<file path="config.mk">
export PLATFORM = sky130hd
export DESIGN_NAME = twf_stream_gen_flat
export DESIGN_NICKNAME = d
export VERILOG_FILES = /design/src/rtl/twf_stream_gen_if.sv /design/src/rtl/twf_stream_gen.sv /design/src/flat_wrapper.sv
export SDC_FILE = /design/constraint.sdc
export NUM_CORES = 1
export LEC_CHECK = 0
export ABC_AREA = 1
export CORE_UTILIZATION = 45
export DETAILED_ROUTE_END_ITERATION = 6
export PLACE_DENSITY_LB_ADDON = 0.3
export REMOVE_ABC_BUFFERS = 1
export SKIP_CTS_REPAIR_TIMING = 1
export SYNTH_ARGS = -nofsm -noshare
export SYNTH_HDL_FRONTEND = slang
export SYNTH_SLANG_ARGS = --single-unit
export TNS_END_PERCENT = 100
</file>
<file path="constraint.sdc">
create_clock -name clk -period 3.06 [get_ports clk]
set_input_delay 0.306 -clock clk [delete_from_list [all_inputs] [get_ports clk]]
set_output_delay 0.306 -clock clk [all_outputs]
set_load 0.005 [all_outputs]
</file>
<file path="src/rtl/twf_stream_gen_if.sv">
// Command and twiddle-output stream bundle for twf_stream_gen.
// The DUT takes the slave modport; the command source / pair consumer takes master.
interface twf_stream_gen_if #(
  parameter int IDX_W     = 9,
  parameter int TWF_WIDTH = 9
) ();
  // Handshakes: a transfer happens on a rising edge where valid && ready are both high.
  // The source holds valid and its payload stable until that edge; ready may toggle freely.
  logic                        cmd_valid;
  logic                        cmd_ready;
  logic [IDX_W-1:0]            cmd_base;
  logic [IDX_W-1:0]            cmd_stride;
  logic [IDX_W:0]              cmd_len;
  logic                        cmd_inv;

  logic                        out_valid;
  logic                        out_ready;
  logic signed [TWF_WIDTH-1:0] twf_re;
  logic signed [TWF_WIDTH-1:0] twf_im;
  logic                        out_last;
  logic                        busy;

  modport master (
    output cmd_valid, cmd_base, cmd_stride, cmd_len, cmd_inv, out_ready,
    input  cmd_ready, out_valid, twf_re, twf_im, out_last, busy
  );

  modport slave (
    input  cmd_valid, cmd_base, cmd_stride, cmd_len, cmd_inv, out_ready,
    output cmd_ready, out_valid, twf_re, twf_im, out_last, busy
  );
endinterface

</file>
<file path="src/rtl/twf_stream_gen.sv">
// Streaming twiddle generator: one quarter-wave cosine LUT folded into e^(-j2pik/N),
// emitted as one (re, im) pair per cycle through a 3-stage stallable pipeline.
module twf_stream_gen #(
  parameter int N_POINT   = 512,
  parameter int TWF_WIDTH = 9,
  parameter int IDX_W     = $clog2(N_POINT)
) (
  input  logic             clk,
  input  logic             rst,
  twf_stream_gen_if.slave  bus,
  output logic             dbg_state
);
  localparam int QN = N_POINT / 4;
  localparam int S  = 1 << (TWF_WIDTH - 2);
  localparam int RW = IDX_W - 2;

  localparam logic [RW:0]    QN_IDX  = {1'b1, {RW{1'b0}}};
  localparam logic [IDX_W:0] LEN_ONE = {{IDX_W{1'b0}}, 1'b1};

  // Taylor series keeps the table build to plain real arithmetic; no exact .5 ties
  // exist for power-of-two N, so double precision rounds identically to the formula.
  function automatic int cos_q(input int r);
    real x, term, sum;
    x    = 2.0 * 3.14159265358979323846 * real'(r) / real'(N_POINT);
    term = 1.0;
    sum  = 1.0;
    for (int n = 1; n < 24; n++) begin
      term = -term * x * x / real'((2 * n - 1) * (2 * n));
      sum  = sum + term;
    end
    return $rtoi(sum * real'(S) + 0.5);
  endfunction

  logic signed [TWF_WIDTH-1:0] lut [0:QN];
  for (genvar g = 0; g <= QN; g++) begin : g_lut
    localparam int CV = cos_q(g);
    assign lut[g] = TWF_WIDTH'(CV);
  end

  typedef enum logic {IDLE = 1'b0, RUN = 1'b1} state_t;

  state_t           state;
  logic [IDX_W-1:0] k;
  logic [IDX_W-1:0] stride;
  logic [IDX_W:0]   remaining;
  logic             inv;

  logic             s0_valid, s0_last, s0_inv;
  logic [IDX_W-1:0] s0_k;

  logic                        s1_valid, s1_last, s1_inv;
  logic [1:0]                  s1_q;
  logic signed [TWF_WIDTH-1:0] s1_a, s1_b;

  logic stall, cmd_fire;
  logic [RW:0] idx_a, idx_b;
  logic signed [TWF_WIDTH-1:0] re_n, im_n;

  // Only a held output pair freezes the pipe; an empty S2 lets everything advance.
  assign stall         = bus.out_valid && !bus.out_ready;
  assign bus.cmd_ready = (state == IDLE) && !rst;
  assign cmd_fire      = bus.cmd_valid && bus.cmd_ready;
  assign bus.busy      = !rst && ((state == RUN) || s0_valid || s1_valid || bus.out_valid);
  assign dbg_state     = state;

  always_ff @(posedge clk) begin
    if (rst) begin
      state     <= IDLE;
      k         <= '0;
      stride    <= '0;
      remaining <= '0;
      inv       <= 1'b0;
      s0_valid  <= 1'b0;
      s0_last   <= 1'b0;
      s0_inv    <= 1'b0;
      s0_k      <= '0;
    end else begin
      if (!stall) s0_valid <= 1'b0;
      case (state)
        IDLE: begin
          // A zero-length command is consumed here and never leaves IDLE.
          if (cmd_fire && (bus.cmd_len != '0)) begin
            state     <= RUN;
            k         <= bus.cmd_base;
            stride    <= bus.cmd_stride;
            remaining <= bus.cmd_len;
            inv       <= bus.cmd_inv;
          end
        end
        RUN: begin
          if (!stall) begin
            s0_valid  <= 1'b1;
            s0_k      <= k;
            s0_last   <= (remaining == LEN_ONE);
            s0_inv    <= inv;
            k         <= k + stride;
            remaining <= remaining - LEN_ONE;
            if (remaining == LEN_ONE) state <= IDLE;
          end
        end
        default: state <= IDLE;
      endcase
    end
  end

  assign idx_a = {1'b0, s0_k[RW-1:0]};
  assign idx_b = QN_IDX - idx_a;

  always_ff @(posedge clk) begin
    if (rst) begin
      s1_valid <= 1'b0;
      s1_last  <= 1'b0;
      s1_inv   <= 1'b0;
      s1_q     <= '0;
      s1_a     <= '0;
      s1_b     <= '0;
    end else if (!stall) begin
      s1_valid <= s0_valid;
      s1_last  <= s0_last;
      s1_inv   <= s0_inv;
      s1_q     <= s0_k[IDX_W-1 -: 2];
      s1_a     <= lut[idx_a];
      s1_b     <= lut[idx_b];
    end
  end

  always_comb begin
    re_n = s1_a;
    im_n = -s1_b;
    case (s1_q)
      2'd0: begin re_n = s1_a;  im_n = -s1_b; end
      2'd1: begin re_n = -s1_b; im_n = -s1_a; end
      2'd2: begin re_n = -s1_a; im_n = s1_b;  end
      2'd3: begin re_n = s1_b;  im_n = s1_a;  end
      default: begin re_n = s1_a; im_n = -s1_b; end
    endcase
    if (s1_inv) im_n = -im_n;
  end

  always_ff @(posedge clk) begin
    if (rst) begin
      bus.out_valid <= 1'b0;
      bus.out_last  <= 1'b0;
      bus.twf_re    <= '0;
      bus.twf_im    <= '0;
    end else if (!stall) begin
      bus.out_valid <= s1_valid;
      bus.out_last  <= s1_valid && s1_last;
      bus.twf_re    <= re_n;
      bus.twf_im    <= im_n;
    end
  end
endmodule

</file>
<file path="src/flat_wrapper.sv">
// flat-port wrapper written by rule: the top's interface ports become plain ports
module twf_stream_gen_flat 
#(
  parameter int N_POINT   = 512,
  parameter int TWF_WIDTH = 9,
  parameter int IDX_W     = $clog2(N_POINT)
)
  (clk, rst, dbg_state, bus_cmd_valid, bus_cmd_base, bus_cmd_stride, bus_cmd_len, bus_cmd_inv, bus_out_ready, bus_cmd_ready, bus_out_valid, bus_twf_re, bus_twf_im, bus_out_last, bus_busy);
  twf_stream_gen_if #(.IDX_W(IDX_W), .TWF_WIDTH(TWF_WIDTH)) bus_i ();
  input  logic clk;
  input  logic rst;
  output logic dbg_state;
  input wire logic [$bits(bus_i.cmd_valid)-1:0] bus_cmd_valid;
  input wire logic [$bits(bus_i.cmd_base)-1:0] bus_cmd_base;
  input wire logic [$bits(bus_i.cmd_stride)-1:0] bus_cmd_stride;
  input wire logic [$bits(bus_i.cmd_len)-1:0] bus_cmd_len;
  input wire logic [$bits(bus_i.cmd_inv)-1:0] bus_cmd_inv;
  input wire logic [$bits(bus_i.out_ready)-1:0] bus_out_ready;
  output wire logic [$bits(bus_i.cmd_ready)-1:0] bus_cmd_ready;
  output wire logic [$bits(bus_i.out_valid)-1:0] bus_out_valid;
  output wire logic [$bits(bus_i.twf_re)-1:0] bus_twf_re;
  output wire logic [$bits(bus_i.twf_im)-1:0] bus_twf_im;
  output wire logic [$bits(bus_i.out_last)-1:0] bus_out_last;
  output wire logic [$bits(bus_i.busy)-1:0] bus_busy;
  assign bus_i.cmd_valid = bus_cmd_valid;
  assign bus_i.cmd_base = bus_cmd_base;
  assign bus_i.cmd_stride = bus_cmd_stride;
  assign bus_i.cmd_len = bus_cmd_len;
  assign bus_i.cmd_inv = bus_cmd_inv;
  assign bus_i.out_ready = bus_out_ready;
  assign bus_cmd_ready = bus_i.cmd_ready;
  assign bus_out_valid = bus_i.out_valid;
  assign bus_twf_re = bus_i.twf_re;
  assign bus_twf_im = bus_i.twf_im;
  assign bus_out_last = bus_i.out_last;
  assign bus_busy = bus_i.busy;
  twf_stream_gen #(.N_POINT(N_POINT), .TWF_WIDTH(TWF_WIDTH), .IDX_W(IDX_W)) u_core (.clk(clk), .rst(rst), .bus(bus_i), .dbg_state(dbg_state));
endmodule
</file>
==> results of run 1 <==
## kinds of logic after synthesis
group / synth area share (%)
xor gates and xnor gates: 1.51
AOI/OAI and AO/OA: 23.9
DFF: 26.3
buffers and inverters: 10.2
adders and majority gates: 5.86
and+or+nand+nor: 32.3
## area by class of cell
class / count / area share [%]
flip-flops and latches: 83 / 22.8
inverters: 102 / 5.34
repair buffers: 76 / 9.86
clock inverters: 7 / 1.03
clock buffers: 9 / 3.08
multi-input cells: 786 / 54.9
well taps: 176 / 3.01
## worst max path at each step
stage	from	endpoint	slack (ns)	depth (start not counted)
final	u_core.s0_k[1]$_SDFFE_PP0P_	u_core.s1_b[2]$_SDFFE_PP0N_	0.39	15
after global routing	u_core.s0_k[1]$_SDFFE_PP0P_	u_core.s1_b[2]$_SDFFE_PP0N_	0.11	15
after CTS	u_core.s0_k[1]$_SDFFE_PP0P_	u_core.s1_b[2]$_SDFFE_PP0N_	0.35	15
after detailed placement	u_core.s0_k[1]$_SDFFE_PP0P_	u_core.s1_b[2]$_SDFFE_PP0N_	0.38	15
after global placement	u_core.s0_k[1]$_SDFFE_PP0P_	u_core.s1_b[2]$_SDFFE_PP0N_	0.49	15
after floorplan	u_core.s0_k[2]$_SDFFE_PP0P_	u_core.s1_b[3]$_SDFFE_PP0N_	0.24	15
## worst register-to-register path, delay by kind of cell (launching register included)
family	cells	cell delay, ns
buffers and inverters	4	0.76
AO/OA/AOI/OAI	3	0.26
flip-flops	1	0.38
AND/OR/NAND/NOR	6	0.48
adder cells (fa/ha/maj)	2	0.68
## sequential cells by signal, summed over array words and instances, names as in the netlist, named ones only
| register | cells |
|---|---|
| u_core.s1_inv | 1 |
| u_core.s1_valid | 1 |
| u_core.s1_b | 8 |
| u_core.s0_last | 1 |
| u_core.s1_last | 1 |
| u_core.s1_a | 8 |
| u_core.bus.twf_im | 9 |
| u_core.stride | 9 |
| u_core.remaining | 10 |
| u_core.s0_inv | 1 |
| u_core.dbg_state | 1 |
| u_core.s0_k | 9 |
| u_core.s1_q | 2 |
| u_core.bus.out_valid | 1 |
| u_core.k | 9 |
| u_core.bus.twf_re | 9 |
| u_core.inv | 1 |
| u_core.bus.out_last | 1 |
## stage by stage
step / instances / cell area [sq um] / utilization [%] / hold slack (ns) / setup WS [ns]
4_1_cts: 1239 / 7310 / 54.3 / 0.466 / 0.353
6_report: 1239 / 7310 / 54.3 / 0.462 / 0.390
3_3_place_gp: 1223 / 7010 / 52.1 / 0.455 / 0.488
2_1_floorplan: 971 / 6070 / - / 0.368 / 0.243
5_1_grt: 1239 / 7310 / 54.3 / 0.498 / 0.105
3_5_place_dp: 1223 / 7010 / 52.1 / 0.455 / 0.378
## synth_stat cells, types with 8 or more instances
cell | number | area share (%)
a21oi_1 | 84 | 6.7
a31oi_1 | 15 | 1.5
buf_2 | 11 | 0.87
clkbuf_1 | 31 | 1.8
dfxtp_1 | 83 | 26
ha_1 | 28 | 5.5
inv_1 | 91 | 5.4
nand2_1 | 232 | 14
nand3_1 | 89 | 7.1
nand4_1 | 9 | 0.89
nor2_1 | 111 | 6.6
nor3_1 | 8 | 0.63
o211ai_1 | 16 | 1.9
o21ai_0 | 125 | 9.9
## layout by cell type, fill, tap and decap left out, types with 2 or more instances in the layout
cell type | netlist | routed
nor3_1 | 8 | 8
dfxtp_1 | 83 | 82
nand4_1 | 9 | 9
a31oi_1 | 15 | 15
ha_1 | 28 | 28
nand2_4 | 5 | 5
o221ai_1 | 5 | 5
nand2_2 | 5 | 5
nor2_1 | 111 | 111
o31ai_1 | 2 | 2
nand3_1 | 89 | 89
inv_2 | 6 | 6
clkinv_1 | 3 | 3
nor4_1 | 3 | 3
a211oi_1 | 4 | 4
xor2_1 | 4 | 4
buf_4 | 5 | 20
or2_2 | 5 | 5
o21bai_1 | 4 | 4
a21oi_1 | 84 | 84
xnor2_1 | 5 | 5
inv_1 | 91 | 91
nor2_2 | 3 | 3
clkdlybuf4s50_1 | 0 | 55
inv_6 | 1 | 3
clkbuf_16 | 0 | 9
clkinvlp_4 | 0 | 3
nand2_1 | 232 | 232
o21ai_0 | 125 | 125
o211ai_1 | 16 | 16
o22ai_1 | 6 | 6
o21ai_1 | 4 | 4
## where the power goes
| part | switching [uW] | total, uW | leakage (uW) | internal (uW) |
|---|---|---|---|---|
| clock network | 466 | 1100 | 0.000138 | 636 |
| registers | 187 | 1480 | 0.000685 | 1290 |
| logic | 1690 | 2700 | 0.00238 | 1010 |
| total | 2340 | 5280 | 0.00321 | 2940 |
## metal layers
metal  wire length, um  global-route usage, %
met5                 0                      0
met2              7700                   38.7
met4               480                   11.1
met1              8050                   32.6
met3               876                   4.72
==> results.md, run 1 <==
- Total gr overflow: 0
- Worst r2r dst: u_core.s1_b[2]$_SDFFE_PP0N_
- Number of vias per cell: approximately 5.5
- Clk sinks: 83
- Worst hold path depth: 2
- Library cells used by synthesis: around 50
- Critical path's top delay family: buffers and inverters
- Post-DRT Antenna Nets: 0
- IO buf count: 55
- Total power: 5280 uW
- FF-to-FF Start: u_core.s0_k[1]$_SDFFE_PP0P_
- Mapped Avg Cell Area: 6.18 sq um
- Instance count of the mapped netlist: 1,023
- HPWL after detailed placement: around 12,000 um
- Yosys reg bits: 83
- CTS root buffer: clkbuf_16
- Drt wl/cell: 13.8 um
- Initial DRC count: just under 600
- H-tree depth: 3
- Delay of the slowest critical-path stage: ~0.38 ns
- CP Buf/Inv Count: 4
- FFs w/ async S/R, synth: 0%
- Crit path max fanout: 11
- Main synth FF type: dfxtp_1
- Chip height: 120 um
- Worst Reg-to-Reg Cells: 15
- Fill count: 1,404
- Drt first pass iters: 5
- Largest net degree at the start of global routing: 28
- Hold Path Class: register to register
- Register area share after synthesis: 26.3%
- Static leakage: 0.00321 uW
- Critical Path, Cell by Cell: inv_2, ha_1, inv_1, ha_1, inv_1, buf_4, nand2_1, o21ai_0, nand2_1, o21ai_0, nand2_1, nand3_1, nand3_1, nand3_1, a21oi_1
- IO Count: 56
- DIE WIDTH: 120 um
- CORE AREA: approximately 13,000 sq um
- Tightest Pin Transition: 0.593 ns
- Number of synthesized flops with an enable pin: 0
- Fmax: 0.375 GHz
- Global-route wire length before repair: 29,200 um
- Final period util: a little under 90%
- Placer Congestion: 0.941
- Total wire length: 17,100 um
- Via count: about 7k
- Footprint of the multi-input gates: around 4000 sq um
- Initial Util: 47.0%
- # setup viols final: 0
- Pwr/cell area: 722 nW/um^2
- Num rows: 42
- Clock Path Buffers: 2
- Peak supply drop: ~370 uV
- Ant diodes: 0
- Critical Path Start Type: register
- Clock transition at path regs: around 0.070 ns
- Hold Crit Endpoint: u_core.bus.out_last$_SDFFE_PP0N_
- Mapped Area: 6320 sq um
- Ys Warns: 0
- Worst Skew: 0.00981 ns
- Fin. max-slew vios: 0
- Min Tclk post-route: ~2.7 ns
- Slew HR: between 60% and 70%
- Max Cap Violations: 0
- Required @ worst endpoint: approximately 3.3 ns
- Crit Path Class: register to register
- TritonCTS clock tree: built
- Clk Latency, worst-skew pair: 0.35 ns
- Setup_tns: 0 ns
- Reg2Reg Setup Slack: 0.39 ns
- Crit end category: register
- RSZ-0062 raised after global routing: false
- Reg area: 1660 sq um
- Total CTS buffers: 9
- Hold path start: u_core.bus.out_last$_SDFFE_PP0N_
- Max stage delay cell, worst path: dfxtp_2
- Total GRT Usage: about a quarter
- Die footprint: 14,500 sq um
- Final hold viol count: 0
- DRC errors left: 0
- Initial antenna violation count: 0
- Status: finished clean
- Worst Path Arrival: 2.90 ns
- NumNets Final: between 1k and 1.5k
- Synth-to-layout area growth: 15.7%
- Share of cells above drive strength 1: 6.59%
- Vias in the first global route: between 6k and 7k
(Power assumes the default switching activity.)
==> run 2: changes to the inputs <==
- CORE_MARGIN: not set -> 2
- CORE_UTILIZATION: 45 -> 37
==> run 2 against run 1 <==
  * Combinational power about the same
  * Critical endpoint is now u_core.s1_b[3]$_SDFFE_PP0N_
  * Worst hold slack improved by 0.0080 ns
  * Clock power is 7% higher
  * Flip-flop and latch count is the same
  * Maximum frequency shrank 0.63%
  * Setup slack got worse by 0.017 ns
  * Via count fell by 0.44%
  * Count of clock-buffer cells in the layout rose by 1
  * Highest routed layer unchanged
==> results.md, run 2 (synthesis results as in run 1) <==
- IO Count: 56 (unchanged)
- TritonCTS clock tree: built (unchanged)
- Critical Path Start Type: register (unchanged)
- Total wire length: 17,500 um (was 17,100 um)
- Num rows: 47 (was 42)
- Initial antenna violation count: 0 (unchanged)
- Clk sinks: 83 (unchanged)
- Total CTS buffers: 9 (unchanged)
- Chip height: 135 um (was 120 um)
- Total GRT Usage: 20.1% (was 24.6%)
- Clock transition at path regs: 0.06 ns (was 0.07 ns)
- Static leakage: 0.00324 uW (was 0.00321 uW)
- Top cell by count, worst path: nand2_1
- Peak supply drop: 340 uV (was 372 uV)
- Total gr overflow: 0 (unchanged)
- Final hold viol count: 0 (unchanged)
- Worst r2r dst: u_core.s1_b[3]$_SDFFE_PP0N_ (was u_core.s1_b[2]$_SDFFE_PP0N_)
- # setup viols final: 0 (unchanged)
- Vias in the first global route: 6,306 (was 6,172)
- Delay of the slowest critical-path stage: 0.38 ns (about the same)
- Setup_tns: 0 ns (unchanged)
- Drt first pass iters: 5 (unchanged)
- Crit path max fanout: 11 (unchanged)
- Worst Skew: 0.00621 ns (was 0.00981 ns)
- Hold Crit Endpoint: u_core.s1_b[0]$_SDFFE_PP0N_ (was u_core.bus.out_last$_SDFFE_PP0N_)
- Status: finished clean (unchanged)
- Max Cap Violations: 0 (unchanged)
- CP startpoint: u_core.s0_k[1]$_SDFFE_PP0P_ (unchanged)
- Critical Path, Cell by Cell: inv_2, ha_1, inv_1, ha_1, inv_1, nor2_1, inv_1, nand2_1, nand2_1, nand2_2, nand2_1, nand2_1, nor2_1, nand2_1, nand2_1, nand2_1, a21oi_2 (was inv_2, ha_1, inv_1, ha_1, inv_1, buf_4, nand2_1, o21ai_0, nand2_1, o21ai_0, nand2_1, nand3_1, nand3_1, nand3_1, a21oi_1)
- Fin. max-slew vios: 0 (unchanged)
- Reg2Reg Setup Slack: 0.37 ns (was 0.39 ns)
- Tightest Pin Transition: 0.569 ns (was 0.593 ns)
- IO buf count: 55 (unchanged)
- Final period util: 87.8% (was 87.2%)
- Ant diodes: 0 (unchanged)
- Initial Util: 38.0% (was 47.0%)
- Drt wl/cell: 13.6 um (was 13.8 um)
- Crit end category: register (unchanged)
- Share of cells above drive strength 1: 6.85% (was 6.59%)
- Top reg by flops: u_core.remaining (unchanged)
- Largest net degree at the start of global routing: 37 (was 28)
- Worst Reg-to-Reg Cells: 17 (was 15)
- Worst hold path depth: 2 (unchanged)
- FF-to-FF Start: u_core.s0_k[1]$_SDFFE_PP0P_ (unchanged)
- Required @ worst endpoint: 3.30 ns (was 3.29 ns)
- Max FFs per register: 10 (unchanged)
- Initial DRC count: 551 (was 591)
- HPWL after detailed placement: 12,900 um (was 12,400 um)
- Hold path start: u_core.s1_b[0]$_SDFFE_PP0N_ (was u_core.bus.out_last$_SDFFE_PP0N_)
- Commonest non-fill, non-tap cell in the layout: nand2_1 (unchanged)
- Post-DRT Antenna Nets: 0 (unchanged)
- DRC errors left: 0 (unchanged)
- Die footprint: 18,100 sq um (was 14,500 sq um)
- Max stage delay cell, worst path: dfxtp_2 (unchanged)
- Worst Path Arrival: 2.92 ns (was 2.90 ns)
- Via count: 6,830 (was 6,860)
- RSZ-0062 raised after global routing: false (unchanged)
- Worst hold slack: 0.470 ns (was 0.462 ns)
- DIE WIDTH: 135 um (was 120 um)
- NumNets Final: 1,123 (was 1,120)
- CORE AREA: 16,600 sq um (was 13,500 sq um)
- CTS root buffer: clkbuf_16 (unchanged)
- H-tree depth: 3 (unchanged)
- Clk Latency, worst-skew pair: 0.35 ns (about the same)
- Placer Congestion: 0.922 (was 0.941)
- Number of vias per cell: 5.31 (was 5.54)
- Global-route wire length before repair: 30,300 um (was 29,200 um)
- Fmax: 0.372 GHz (was 0.375 GHz)
- Pwr/cell area: 725 nW/um^2 (was 722 nW/um^2)
- Crit Path Class: register to register (unchanged)
- Slew HR: 62.0% (was 60.4%)
- Hold Path Class: register to register (unchanged)
- Most frequent cells in the layout: 232 x nand2_1, 125 x o21ai_0, 111 x nor2_1 (unchanged)
- Synth-to-layout area growth: 17.1% (was 15.7%)
- Clock Path Buffers: 2 (unchanged)
- Min Tclk post-route: 2.69 ns (was 2.67 ns)
run 2: area by class of cell:
type	instances	area, sq um
timing repair buffer	79	731
tap	220	275
inverter	102	390
clock inverter	6	87.6
clock buffer	10	239
multi-input combinational	786	4010
sequential	83	1660
fill	1759	9240
run 2: worst max path at each step:
stage / endpoint / slack [ns] / cells past startpoint
after floorplan: u_core.s1_b[3]$_SDFFE_PP0N_ / 0.24 / 15
after global placement: u_core.s1_b[3]$_SDFFE_PP0N_ / 0.49 / 17
after detailed placement: u_core.s1_b[2]$_SDFFE_PP0N_ / 0.34 / 15
after CTS: u_core.s1_b[2]$_SDFFE_PP0N_ / 0.33 / 15
after global routing: u_core.s1_b[4]$_SDFFE_PP0N_ / 0.10 / 14
final: u_core.s1_b[3]$_SDFFE_PP0N_ / 0.37 / 17
run 2: worst max-delay path, delay by kind of cell (launching register included):
family / cells / cell delay (ns)
AOI/OAI and AO/OA: 1 / 0.05
buffers and inverters: 4 / 0.60
DFF: 1 / 0.38
adders and majority gates: 2 / 0.66
and+or+nand+nor: 10 / 0.89
run 2: metrics by stage:
| step | cells | util (%) | cell area (sq um) | setup slack [ns] | total power [uW] |
|---|---|---|---|---|---|
| finish | 1286 | 44.5 | 7400 | 0.373 | 5360 |
| global route | 1286 | 44.5 | 7400 | 0.102 | 5860 |
| CTS | 1286 | 44.5 | 7400 | 0.330 | 5380 |
| detailed placement | 1270 | 42.5 | 7070 | 0.345 | 4170 |
| global placement | 1270 | 42.5 | 7070 | 0.488 | 4160 |
| floorplan | 971 | - | 6070 | 0.243 | 3360 |
run 2: power by group:
| part | total, uW | internal (uW) | leakage, uW | switching, uW |
|---|---|---|---|---|
| clock network | 1180 | 738 | 0.000163 | 447 |
| logic | 2700 | 1010 | 0.00239 | 1690 |
| registers | 1480 | 1290 | 0.000685 | 185 |
| total | 5360 | 3040 | 0.00324 | 2320 |
run 2: per-layer routing:
layer | wire (um) | GRT usage, % | part of all wire (%)
met5 | 0 | 0 | 0
met4 | 396 | 6.78 | 2.3
met3 | 900 | 4.28 | 5.2
met2 | 7840 | 31.6 | 45
met1 | 8330 | 27.4 | 48
==> run 3: changes to the inputs <==
- MAX_ROUTING_LAYER: not set -> met4
- SETUP_SLACK_MARGIN: not set -> 0.05
==> run 3 against run 2 <==
  * Power is 1.4% lower
  * Global-route usage increased by 0.24 points
  * First-iteration DRC count rose by 6.7%
  * Flip-flop and latch count stayed put
  * Wire length rose by 0.13%
  * Maximum frequency is 0.17% higher
  * Register-to-register slack barely moved
  * Worst hold slack is essentially flat
  * Final cell count grew 0.16%
  * Sequential share of layout area is essentially flat
  * Non-clock buffer count up 2
==> results.md, run 3 (synthesis results as in run 1) <==
- Status: finished clean (unchanged)
- Sequential group share of total power: 27.9% (was 27.5%)
- Total wire length: 17,500 um (about the same)
- Clock Path Buffers: 2 (unchanged)
- Placer Congestion: 0.922 (about the same)
- Commonest non-fill, non-tap cell in the layout: nand2_1 (unchanged)
- DRC errors left: 0 (unchanged)
- Pint: 2970 uW (was 3040 uW)
- Largest net degree at the start of global routing: 37 (unchanged)
- Crit Path Class: register to register (unchanged)
- Min Tclk post-route: 2.68 ns (was 2.69 ns)
- Clk Latency, worst-skew pair: 0.35 ns (about the same)
- Num rows: 47 (unchanged)
- Drt first pass iters: 6 (was 5)
- Final std cells w/o fill: 1,288 (was 1,286)
- IO Count: 56 (unchanged)
- Initial Util: 38.0% (unchanged)
- Global-route wire length before repair: 29,800 um (was 30,300 um)
- Crit path max fanout: 11 (unchanged)
- Required @ worst endpoint: 3.29 ns (was 3.30 ns)
- FF-to-FF Start: u_core.s0_k[1]$_SDFFE_PP0P_ (unchanged)
- Final period util: 87.7% (was 87.8%)
- Top reg by flops: u_core.remaining (unchanged)
- DIE WIDTH: 135 um (unchanged)
- Switching power share of the total: 43.9% (was 43.3%)
- CORE AREA: 16,600 sq um (unchanged)
- Worst r2r dst: u_core.s1_b[2]$_SDFFE_PP0N_ (was u_core.s1_b[3]$_SDFFE_PP0N_)
- Final hold viol count: 0 (unchanged)
- Max FFs per register: 10 (unchanged)
- Clk sinks: 83 (unchanged)
- Total GRT Usage: 20.4% (was 20.1%)
- Worst Skew: 0.00715 ns (was 0.00621 ns)
- Share of cells above drive strength 1: 7.02% (was 6.85%)
- Total gr overflow: 0 (unchanged)
- Number of vias per cell: 5.27 (was 5.31)
- Critical Path Start Type: register (unchanged)
- TritonCTS clock tree: built (unchanged)
- Setup_tns: 0 ns (unchanged)
- Initial antenna violation count: 0 (unchanged)
- Crit end category: register (unchanged)
- Drt wl/cell: 13.6 um (about the same)
- Clock transition at path regs: 0.06 ns (about the same)
- Worst hold path depth: 2 (unchanged)
- Static leakage: 0.00323 uW (was 0.00324 uW)
- Hold Crit Endpoint: u_core.bus.out_last$_SDFFE_PP0N_ (was u_core.s1_b[0]$_SDFFE_PP0N_)
- Sw power: 2320 uW (about the same)
- RSZ-0062 raised after global routing: false (unchanged)
- # setup viols final: 0 (unchanged)
- H-tree depth: 3 (unchanged)
- Fill count: 1,785 (was 1,759)
- Fin. max-slew vios: 0 (unchanged)
- Total CTS buffers: 9 (unchanged)
- Via count: 6,788 (was 6,830)
- HPWL after detailed placement: 12,900 um (about the same)
- Most frequent cells in the layout: 232 x nand2_1, 125 x o21ai_0, 111 x nor2_1 (unchanged)
- Post-DRT Antenna Nets: 0 (unchanged)
- Worst Reg-to-Reg Cells: 15 (was 17)
- IO buf count: 55 (unchanged)
- Die footprint: 18,100 sq um (unchanged)
- Slew HR: 64.3% (was 62.0%)
- Initial DRC count: 588 (was 551)
- Pwr/cell area: 715 nW/um^2 (was 725 nW/um^2)
- NumNets Final: 1,125 (was 1,123)
- Fmax: 0.373 GHz (was 0.372 GHz)
- CTS root buffer: clkbuf_16 (unchanged)
- Clk pwr share: 20.9% (was 22.1%)
- Post-Place Cells: 1,272 (was 1,270)
- Hold Path Class: register to register (unchanged)
- Ant diodes: 0 (unchanged)
- Worst Path Arrival: 2.91 ns (was 2.92 ns)
- Max Cap Violations: 0 (unchanged)
- Tightest Pin Transition: 0.535 ns (was 0.569 ns)
- Synth-to-layout area growth: 17.0% (was 17.1%)
- Peak supply drop: 426 uV (was 340 uV)
- Chip height: 135 um (unchanged)
- Hold path start: u_core.bus.out_last$_SDFFE_PP0N_ (was u_core.s1_b[0]$_SDFFE_PP0N_)
- Reg2Reg Setup Slack: 0.38 ns (was 0.37 ns)
- Vias in the first global route: 6,205 (was 6,306)
- Logic pwr share: 51.2% (was 50.4%)
-- run 3: worst max-delay path by stage --
stage / start / endpoint / slack, ns / depth (start not counted)
after CTS: u_core.s0_k[1]$_SDFFE_PP0P_ / u_core.s1_b[2]$_SDFFE_PP0N_ / 0.33 / 15
after global placement: u_core.s0_k[1]$_SDFFE_PP0P_ / u_core.s1_b[2]$_SDFFE_PP0N_ / 0.48 / 15
final: u_core.s0_k[1]$_SDFFE_PP0P_ / u_core.s1_b[2]$_SDFFE_PP0N_ / 0.38 / 15
after global routing: u_core.s0_k[1]$_SDFFE_PP0P_ / u_core.s1_b[2]$_SDFFE_PP0N_ / 0.12 / 15
after detailed placement: u_core.s0_k[1]$_SDFFE_PP0P_ / u_core.s1_b[2]$_SDFFE_PP0N_ / 0.36 / 15
after floorplan: u_core.s0_k[2]$_SDFFE_PP0P_ / u_core.s1_b[3]$_SDFFE_PP0N_ / 0.24 / 15
-- run 3: area by class of cell --
type                       count  area, sq um  area share (%)
inverter                     102          390            5.28
sequential                    83         1660            22.5
timing repair buffer          81          746            10.1
clock inverter                 6         63.8           0.863
clock buffer                  10          239            3.23
multi-input combinational    786         4010            54.3
tap                          220          275            3.72
-- run 3: critical path, stage by stage (launching register included) --
cell and delay [ns]:
dfxtp_2 0.38, inv_2 0.17, ha_1 0.36, inv_1 0.17, ha_1 0.32, inv_1 0.12, nor2_1 0.29, inv_1 0.12
nand2_1 0.09, nor2_1 0.05, o21ai_1 0.17, nand2_1 0.07, nand2_1 0.05, nand2_1 0.04, nand3_1 0.08, a21oi_1 0.06
-- run 3: metrics by stage --
step / instance area [sq um] / total power [uW] / setup slack, ns / utilization (%) / hold slack (ns)
finish: 7390 / 5290 / 0.378 / 44.4 / 0.471
global route: 7390 / 5770 / 0.118 / 44.4 / 0.510
CTS: 7390 / 5300 / 0.329 / 44.4 / 0.480
detailed placement: 7090 / 4180 / 0.355 / 42.6 / 0.471
global placement: 7090 / 4180 / 0.484 / 42.6 / 0.458
floorplan: 6070 / 3360 / 0.243 / - / 0.368
-- run 3: layer usage --
layer  wire [um]  global-route usage, %  share of wire, %
met1        8360                   27.5                48
met2        7820                   31.4                45
met3        1030                   3.72               5.9
met4         277                   5.44               1.6
met5           0                      -                 0
-- run 3: power by group through the flow --
| stage | sequential [uW] | combinational (uW) | clock (uW) |
|---|---|---|---|
| after floorplan | 1480 | 1870 | 0 |
| after global placement | 1500 | 2680 | 0 |
| after detailed placement | 1500 | 2680 | 0 |
| after CTS | 1480 | 2700 | 1130 |
| after global routing | 1500 | 3090 | 1180 |
| final | 1480 | 2710 | 1100 |
